===== config.mk =====
export PLATFORM = sky130hd
export DESIGN_NAME = chunked_adder
export DESIGN_NICKNAME = d
export VERILOG_FILES = /design/src/rtl/chunked_adder.sv
export SDC_FILE = /design/constraint.sdc
export NUM_CORES = 1
export LEC_CHECK = 0
export ABC_AREA = 1
export ABC_CLOCK_PERIOD_IN_PS = 4750
export CORE_UTILIZATION = 35
export CTS_BUF_LIST = sky130_fd_sc_hd__clkbuf_8
export DETAILED_ROUTE_END_ITERATION = 7
export SYNTH_ARGS = -nofsm -noshare
export SYNTH_HDL_FRONTEND = slang
export SYNTH_SLANG_ARGS = --single-unit

===== constraint.sdc =====
create_clock -name clk -period 4.75 [get_ports clk]
set_input_delay 0.475 -clock clk [delete_from_list [all_inputs] [get_ports clk]]
set_output_delay 0.475 -clock clk [all_outputs]
set_load 0.03 [all_outputs]

===== src/rtl/chunked_adder.sv =====
// Multi-cycle adder that sums two WIDTH-bit operands CHUNK bits per clock,
// rippling the carry through a register between chunks.
module chunked_adder #(
   parameter int WIDTH = 16,
   parameter int CHUNK = 4
) (
   input  logic             clk,
   input  logic             rst,
   input  logic             start,
   input  logic [WIDTH-1:0] A,
   input  logic [WIDTH-1:0] B,
   input  logic             Cin,
   output logic [WIDTH-1:0] S,
   output logic             Cout,
   output logic             busy,
   output logic             done
);

   localparam int N     = WIDTH / CHUNK;
   localparam int IDX_W = (N > 1) ? $clog2(N) : 1;
   localparam logic [IDX_W-1:0] LAST_IDX = IDX_W'(N - 1);

   localparam logic [1:0] ST_IDLE = 2'd0;
   localparam logic [1:0] ST_ADD  = 2'd1;
   localparam logic [1:0] ST_DONE = 2'd2;

   logic [1:0]       state_q, state_d;
   logic [IDX_W-1:0] idx_q, idx_d;
   logic             carry_q, carry_d;
   logic [WIDTH-1:0] a_q, a_d;
   logic [WIDTH-1:0] b_q, b_d;
   logic [WIDTH-1:0] s_q, s_d;
   logic             cout_q, cout_d;
   logic             busy_q, busy_d;
   logic             done_q, done_d;

   int               off_s;
   logic [CHUNK-1:0] chunk_a_s, chunk_b_s;
   logic [CHUNK:0]   chunk_sum_s;

   // Current chunk slice and its sum with the rippled carry
   always_comb begin
      off_s       = int'(idx_q) * CHUNK;
      chunk_a_s   = a_q[off_s +: CHUNK];
      chunk_b_s   = b_q[off_s +: CHUNK];
      chunk_sum_s = {1'b0, chunk_a_s} + {1'b0, chunk_b_s} + {{CHUNK{1'b0}}, carry_q};
   end

   // Next-state logic for the IDLE/ADD/DONE sequencer and datapath
   always_comb begin
      state_d = state_q;
      idx_d   = idx_q;
      carry_d = carry_q;
      a_d     = a_q;
      b_d     = b_q;
      s_d     = s_q;
      cout_d  = cout_q;
      case (state_q)
         ST_IDLE, ST_DONE: begin
            // A new request is only honoured outside ADD; DONE can chain straight into ADD
            if (start) begin
               state_d = ST_ADD;
               a_d     = A;
               b_d     = B;
               carry_d = Cin;
               idx_d   = {IDX_W{1'b0}};
               s_d     = {WIDTH{1'b0}};
               cout_d  = 1'b0;
            end else begin
               state_d = ST_IDLE;
            end
         end
         ST_ADD: begin
            s_d[off_s +: CHUNK] = chunk_sum_s[CHUNK-1:0];
            carry_d             = chunk_sum_s[CHUNK];
            idx_d               = idx_q + IDX_W'(1);
            if (idx_q == LAST_IDX) begin
               state_d = ST_DONE;
               cout_d  = chunk_sum_s[CHUNK];
            end else begin
               state_d = ST_ADD;
            end
         end
         default: begin
            state_d = ST_IDLE;
         end
      endcase
      busy_d = (state_d == ST_ADD);
      done_d = (state_d == ST_DONE);
   end

   // State and output registers with asynchronous reset
   always_ff @(posedge clk or posedge rst) begin
      if (rst) begin
         state_q <= ST_IDLE;
         idx_q   <= {IDX_W{1'b0}};
         carry_q <= 1'b0;
         a_q     <= {WIDTH{1'b0}};
         b_q     <= {WIDTH{1'b0}};
         s_q     <= {WIDTH{1'b0}};
         cout_q  <= 1'b0;
         busy_q  <= 1'b0;
         done_q  <= 1'b0;
      end else begin
         state_q <= state_d;
         idx_q   <= idx_d;
         carry_q <= carry_d;
         a_q     <= a_d;
         b_q     <= b_d;
         s_q     <= s_d;
         cout_q  <= cout_d;
         busy_q  <= busy_d;
         done_q  <= done_d;
      end
   end

   assign S    = s_q;
   assign Cout = cout_q;
   assign busy = busy_q;
   assign done = done_q;

endmodule

==> results of run 1 <==
-- critical path, stage by stage (launching register included) --
cell,delay (ns)
dfrtp_1,0.82
inv_1,0.47
o21ai_0,0.28
o22ai_1,0.12
fa_1,0.46
fa_1,0.43
xor2_1,0.28
nand3_1,0.14
o21ai_0,0.19
-- sequential cells by signal, summed over array words and instances, names as in the netlist --
| name | cells |
|---|---|
| b_q | 16 |
| carry_q | 1 |
| state_q | 2 |
| busy | 1 |
| S | 16 |
| idx_q | 2 |
| a_q | 16 |
| Cout | 1 |
| done | 1 |
-- synth_stat cells (all sizes together) --
master	n	area, µm²
xor2	1	8.760
a21oi	2	10.01
nand3	8	40.04
nand4	3	18.77
clkbuf	3	11.26
ha	7	87.58
clkinv	1	3.750
o22ai	8	50.05
dfrtp	56	1401
inv	21	81.33
buf	9	70.06
nor4	1	12.51
fa	2	40.04
nand2	132	510.5
nor2	21	98.84
o21ai	38	193.9
-- final cells by class --
cell class	instances	area (µm²)	area share
Multi-Input combinational cell	223	1071	0.3192
Clock inverter	1	30.03	0.008949
Timing Repair Buffer	55	548.0	0.1633
Inverter	22	85.08	0.02535
Sequential cell	56	1401	0.4176
Clock buffer	7	96.34	0.02871
Tap cell	99	123.9	0.03691
-- final timing paths --
check                           endpoint  slack [ns]  depth (start not counted)
worst max-delay path               S[14]        1.50                          8
worst min-delay path             b_q[11]        0.47                          2
worst max register to register     S[14]        1.50                          8
worst min register to register   b_q[11]        0.47                          2
max in group asynchronous         b_q[7]        3.62                          3
min in group asynchronous         a_q[8]        0.67                          3
-- per-layer routing --
layer	routed length [µm]	vias up	GRT usage
li1	-	1093	-
met1	2710	965	0.2147
met2	2428	52	0.2510
met3	235	10	0.03265
met4	78	0	0.04839
met5	0	-	0
-- cells by family (layout without fill, tap and decap cells) --
logic type,count (synthesis),count (layout),synth area share
compound gates,48,48,0.09625
buf+inv,34,85,0.06306
flops,56,56,0.5311
simple gates,165,165,0.2579
fa+ha+maj,9,9,0.04836
xor+xnor,1,1,0.003320
-- where the power goes --
part	switching [mW]	internal [mW]
clock network	0.148	0.186
logic	0.767	0.451
registers	0.156	0.676
-- cell usage in the layout, fill, tap and decap left out, drive strengths merged, types with 2 or more instances in the layout --
| cell | count |
|---|---|
| nand4 | 3 |
| inv | 21 |
| clkdlybuf4s50 | 54 |
| nand3 | 8 |
| o22ai | 8 |
| nand2 | 132 |
| a21oi | 2 |
| clkbuf | 7 |
| fa | 2 |
| nor2 | 21 |
| o21ai | 38 |
| ha | 7 |
| dfrtp | 56 |
==> results_dict.tcl, run 1 <==
set metrics [dict create \
    syn_inst 313 \
    ys_warn_count 0 \
    p_per_area_nw_per_um2 710.3 \
    dieArea_um2 7891 \
    pre_cts_slack_ns 1.502 \
    cp_data_arrival_time_ns 3.48 \
    cts_tree "yes" \
    clockBufferDepth 2 \
    dpl.cell_count 455 \
    fin_ws_ns 1.503 \
    grt_usage 0.1569 \
    rows 31 \
    cp.required_ns 4.98 \
    drt_iter0_drc 137 \
    setup_viol 0 \
    fin_crit_sh 0.6836 \
    ant_nets 0 \
    vias 2120 \
    power_leakage_nw 1.612 \
    status "complete, no violations" \
    placed_area_um2 3229 \
    yosysUniqueCellTypes 24 \
    final_core_util 0.4627 \
    slew_viol_final 0 \
    grt_max_degree 57 \
    hold_violations 0 \
    hp-class "reg -> reg" \
    fin_skew_ns 0.005138 \
    holdWs_ns 0.4745 \
    port_buffers 54 \
    max_cap_viol_count 0 \
    cts-root-buf "clkbuf_8" \
    core_area_um2 7253 \
    holdCritStartpoint "b_q[11]" \
    grt_antenna_before_repair 0 \
    finalSetupTns_ns 0 \
    io_pins 55 \
    path_max_fanout 25 \
    clk_pin_slew_worst_paths_ns 0.09 \
    ys_ff_latch 56 \
    layout.nets 408 \
    postCtsHoldBufs 0 \
    grt_overflow 0 \
    syn_avg_cell_area_um2 8.431 \
    postCtsSetupBuffers 0 \
    rsz0062_at_grt "no" \
    grt_pass1_wl_mm 9.501 \
    wl_per_cell_um 11.78 \
    start_util 0.3638 \
    fin_crit_ns 3.247 \
    startpoint "idx_q[0]" \
    syn_nets 358 \
    drcViolationCount 0 \
    ir_drop_mv 0.2437 \
    drive_above_1_share 0.05769 \
    clk_latency_ns 0.30 \
    worst_pin_slew_ns 0.7313 \
    cts_num_sinks 56 \
    gp_congestion 0.7887 \
    max_freq_mhz 308.0 \
    routed_wl_mm 5.453 \
    num-fill-cells 747 \
    stdcell_area_um2 3356 \
    h-tree-depth 2 \
    power_mw 2.384 \
    cts_buffers 5 \
    grt_pass1_vias 2068 \
    dp_hpwl_mm 3.967 \
    synth_area_um2 2639 \
    drt_first_pass_iters 4 \
    yosysSeqAreaShare 0.5311 \
    final_cells 463 \
    end_kind "flop" \
    crit_type "reg -> reg" \
    cts_resized 0 \
    cp-start-kind "flop" \
    vias_per_cell 4.579 \
    fp.dieW_um 88.83 \
    r2r-start "idx_q[0]" \
    area_delta_synth_final_pct 27.17 \
    diodes 0 \
    relSlewSlack 0.5113 \
    die_h_um 88.83 \
]
(Power assumes the default switching activity.)
==> run 2, diff against run 1 <==
--- a/config.mk
+++ b/config.mk
@@ -6,7 +6,7 @@
 export NUM_CORES = 1
 export LEC_CHECK = 0
 export ABC_AREA = 1
-export ABC_CLOCK_PERIOD_IN_PS = 4750
+export ABC_CLOCK_PERIOD_IN_PS = 2720
 export CORE_UTILIZATION = 35
 export CTS_BUF_LIST = sky130_fd_sc_hd__clkbuf_8
 export DETAILED_ROUTE_END_ITERATION = 7
==> constraint.sdc (replaced) <==
create_clock -name clk -period 2.72 [get_ports clk]
set_input_delay 0.272 -clock clk [delete_from_list [all_inputs] [get_ports clk]]
set_output_delay 0.272 -clock clk [all_outputs]
set_load 0.03 [all_outputs]
==> results_dict.tcl, run 2 (synthesis gave the netlist of run 1 again) <==
set metrics [dict create \
    slew_viol_final 0 \
    grt_max_degree 57 \
    fp.dieW_um 88.83 \
    slowest_stage "dfrtp_2" \
    diodes 0 \
    vias_per_cell 4.546 \
    crit_buf_inv 1 \
    hp-class "in -> async" \
    end_kind "flop" \
    layout.nets 419 \
    path_cells "clkinvlp_4 > o21ai_0 > o22ai_1 > fa_1 > fa_1 > xor2_2 > nand3_1 > o21ai_0" \
    grt_pass1_vias 2081 \
    cts_num_sinks 56 \
    rows 31 \
    grt_antenna_before_repair 0 \
    drt_iter0_drc 101 \
    routed_wl_mm 5.574 \
    grt_overflow 0 \
    vias 2155 \
    cts_buffers 5 \
    worst_pin_slew_ns 0.3895 \
    drt_first_pass_iters 4 \
    h-tree-depth 2 \
    path_max_fanout 8 \
    gp_congestion 0.8398 \
    cts-root-buf "clkbuf_8" \
    grt_usage 0.1556 \
    slowest_delay_ns 0.48 \
    grt_pass1_wl_mm 9.528 \
    crit_type "reg -> reg" \
    cp-start-kind "flop" \
    cp_data_arrival_time_ns 2.66 \
    rsz0062_at_grt "no" \
    drcViolationCount 0 \
    wl_per_cell_um 11.76 \
    fin_crit_ns 2.425 \
    setup_viol 0 \
    area_delta_synth_final_pct 30.73 \
    die_h_um 88.83 \
    critPathTopFamily "adder cells" \
    p_per_area_nw_per_um2 1247 \
    dp_hpwl_mm 4.142 \
    final_common_cell "nand2_1" \
    final_core_util 0.4756 \
    postCtsHoldBufs 0 \
    status "complete, no violations" \
    io_pins 55 \
    fin_crit_sh 0.8915 \
    core_area_um2 7253 \
    ant_nets 0 \
    start_util 0.3638 \
    clk_pin_slew_worst_paths_ns 0.10 \
    cp.required_ns 2.96 \
    fin_ws_ns 0.2952 \
    cts_tree "yes" \
    port_buffers 54 \
    clockBufferDepth 2 \
    hold_violations 0 \
    relSlewSlack 0.7382 \
    pre_cts_slack_ns 0.02700 \
    max_freq_mhz 412.4 \
    r2r_slack_ns 0.30 \
    layout_common_cells "130 x nand2_1, 54 x dfrtp_1, 54 x clkdlybuf4s50_1" \
    clk_latency_ns 0.31 \
    dieArea_um2 7891 \
    ir_drop_mv 0.4615 \
    drive_above_1_share 0.09600 \
    max_cap_viol_count 0 \
    fin_skew_ns 0.01031 \
    power_leakage_nw 1.653 \
    finalSetupTns_ns 0 \
]
## run 2: changes by cell type in the layout (fill, tap and decap cells not counted), sizes merged
cell      before  now
clkinv         1    2
clkinvlp       0    2
buf            1   12
inv           21   20
clkbuf         7    5
## run 2: stage by stage
| step | instances | instance area (µm²) | power [mW] | hold slack, ns |
|---|---|---|---|---|
| after floorplan | 313 | 2639 | 2.989 | 0.3886 |
| after global placement | 460 | 3279 | 3.635 | 0.4562 |
| after global routing | 474 | 3450 | 4.664 | 0.3322 |
| final | 474 | 3450 | 4.300 | 0.3152 |
| after detailed placement | 460 | 3279 | 3.681 | 0.4592 |
| after CTS | 468 | 3392 | 4.240 | 0.3324 |
## run 2: worst paths after layout
check,start,end,cells past startpoint
max in group asynchronous,rst,idx_q[1],3
max reg2reg,idx_q[0],S[14],8
max,idx_q[0],S[14],8
min in group clk,b_q[11],b_q[11],2
min reg2reg,b_q[11],b_q[11],2
min,rst,S[3],3
## run 2: power breakdown
part,switching (mW),leakage (nW),internal [mW]
registers,0.239,0.715,1.18
logic,1.43,0.885,0.897
clock network,0.274,0.0541,0.273
## run 2: worst reg2reg max path: stages, from the launching register on
cell,delay (ns)
dfrtp_2,0.48
clkinvlp_4,0.17
o21ai_0,0.17
o22ai_1,0.11
fa_1,0.46
fa_1,0.45
xor2_2,0.24
nand3_1,0.12
o21ai_0,0.17
## run 2: per-layer routing
metal  routed length, µm  part of all wire  GRT usage  up-vias
li1                    -                 -          -     1113
met5                   0                 0          0        -
met1                2750              0.49     0.2155      984
met3                 202             0.036    0.03172        6
met2                2576              0.46     0.2497       52
met4                  44            0.0079    0.03959        0
## run 2: timing repair
item | in CTS | in global routing
endpoints found under the hold margin | 0 | 0
buffers inserted | 0 | 6
resized for setup | 1 | 3
setup endpoints to repair | 1 | 2
## run 2: layout make-up
type | instances | area [µm²]
Clock inverter | 3 | 42.54
Multi-Input combinational cell | 223 | 1079
Clock buffer | 5 | 68.82
Tap cell | 99 | 123.9
Sequential cell | 56 | 1404
Inverter | 22 | 88.84
Fill cell | 731 | 3804
Timing Repair Buffer | 66 | 643.1
==> run 3, diff against run 2 <==
--- a/config.mk
+++ b/config.mk
@@ -7,9 +7,11 @@
 export LEC_CHECK = 0
 export ABC_AREA = 1
 export ABC_CLOCK_PERIOD_IN_PS = 2720
+export CORE_MARGIN = 4
 export CORE_UTILIZATION = 35
 export CTS_BUF_LIST = sky130_fd_sc_hd__clkbuf_8
 export DETAILED_ROUTE_END_ITERATION = 7
+export SLEW_MARGIN = 20
 export SYNTH_ARGS = -nofsm -noshare
 export SYNTH_HDL_FRONTEND = slang
 export SYNTH_SLANG_ARGS = --single-unit
==> results_dict.tcl, run 3 (synthesis gave the netlist of run 1 again) <==
set metrics [dict create \
    gp_congestion 0.8292 \
    worst_pin_slew_ns 0.9029 \
    hp-class "in -> async" \
    wl_per_cell_um 12.59 \
    fp.dieW_um 94.83 \
    grt_pass1_vias 2205 \
    relSlewSlack 0.3972 \
    drcViolationCount 0 \
    end_kind "flop" \
    routed_wl_mm 5.916 \
    postCtsSetupBuffers 0 \
    grt_usage 0.1445 \
    cts_tree "yes" \
    ir_drop_mv 0.4648 \
    layout.nets 415 \
    cp-start-kind "flop" \
    rsz0062_at_grt "no" \
    grt_pass1_wl_mm 10.21 \
    power_leakage_nw 1.631 \
    drt_first_pass_iters 4 \
    h-tree-depth 2 \
    grt_overflow 0 \
    status "complete, no violations" \
    diodes 0 \
    layout_common_cells "130 x nand2_1, 55 x dfrtp_1, 54 x clkdlybuf4s50_1" \
    die_h_um 94.83 \
    fin_skew_ns 0.005106 \
    finalSetupTns_ns 0 \
    port_buffers 54 \
    area_delta_synth_final_pct 27.93 \
    cts-root-buf "clkbuf_8" \
    cts_num_sinks 56 \
    vias_per_cell 4.640 \
    start_util 0.3619 \
    power_mw 4.139 \
    rows 31 \
    drt_iter0_drc 98 \
    final_core_util 0.4629 \
    drive_above_1_share 0.07817 \
    dp_hpwl_mm 4.474 \
    p_per_area_nw_per_um2 1226 \
    clk_latency_ns 0.31 \
    cts_resized 0 \
    clockBufferDepth 2 \
    setup_viol 0 \
    postCtsHoldBufs 0 \
    crit_type "reg -> reg" \
    grt_antenna_before_repair 0 \
    cp.required_ns 2.96 \
    cp_data_arrival_time_ns 2.73 \
    hold_violations 0 \
    io_pins 55 \
    path_max_fanout 12 \
    cts_buffers 5 \
    slew_viol_final 0 \
    grt_max_degree 46 \
    clk_pin_slew_worst_paths_ns 0.10 \
    max_freq_mhz 401.3 \
    max_cap_viol_count 0 \
    ant_nets 0 \
    final_common_cell "nand2_1" \
    dieArea_um2 8993 \
    core_area_um2 7292 \
    fin_crit_ns 2.492 \
    vias 2181 \
    fin_crit_sh 0.9162 \
]
run 3: cell count changes in the layout (fill, tap and decap cells not counted):
cell	previous run	this run
buf_12	1	0
dfrtp_2	2	1
xor2_2	1	0
clkinvlp_4	2	0
inv_1	16	17
clkbuf_8	5	6
xor2_1	0	1
bufinv_16	1	0
dfrtp_1	54	55
buf_4	11	8
clkinv_2	1	2
run 3: final timing paths:
path | from | to | slack [ns] | cells after the start
max in group asynchronous | rst | b_q[4] | 1.58 | 3
worst max-delay path | idx_q[0] | S[14] | 0.23 | 8
worst min-delay path | rst | S[3] | 0.47 | 2
worst max register to register | idx_q[0] | S[14] | 0.23 | 8
worst min register to register | b_q[11] | b_q[11] | 0.48 | 2
min in group clk | b_q[11] | b_q[11] | 0.48 | 2
run 3: cell type report:
cell class                 count  area [µm²]
multi-input combinational    223        1071
timing repair buffer          62       600.6
tap                           99       123.9
sequential                    56        1403
clock inverter                 2       10.01
fill                         780        3916
clock buffer                   6       82.58
inverter                      22       85.08
run 3: power breakdown:
part	total [mW]	switching, mW	internal (mW)	leakage, nW
clock network	0.471	0.267	0.204	0.0510
registers	1.42	0.239	1.18	0.716
logic	2.25	1.41	0.835	0.864
total	4.14	1.92	2.22	1.63
run 3: metal layers:
metal,up-vias,part of all wire,GRT usage
met2,65,0.47,0.2372
met3,7,0.053,0.03187
met5,-,0,0
met1,1000,0.47,0.1923
met4,0,0.012,0.03966
li1,1109,-,-
run 3: critical path: stages (launching register included):
cell	delay, ns
dfrtp_2	0.48
inv_1	0.17
o21ai_0	0.18
o22ai_1	0.12
fa_1	0.47
fa_1	0.42
xor2_1	0.28
nand3_1	0.13
o21ai_0	0.17
run 3: stage by stage:
step                      instances  instance area (µm²)  setup WS [ns]  hold WS (ns)
after global routing            470                 3376        0.02807        0.4972
after floorplan                 313                 2639         0.4565        0.3886
final                           470                 3376         0.2278        0.4723
after global placement          462                 3282         0.2395        0.4543
after CTS                       470                 3374         0.1039        0.4831
after detailed placement        462                 3282         0.1320        0.4614
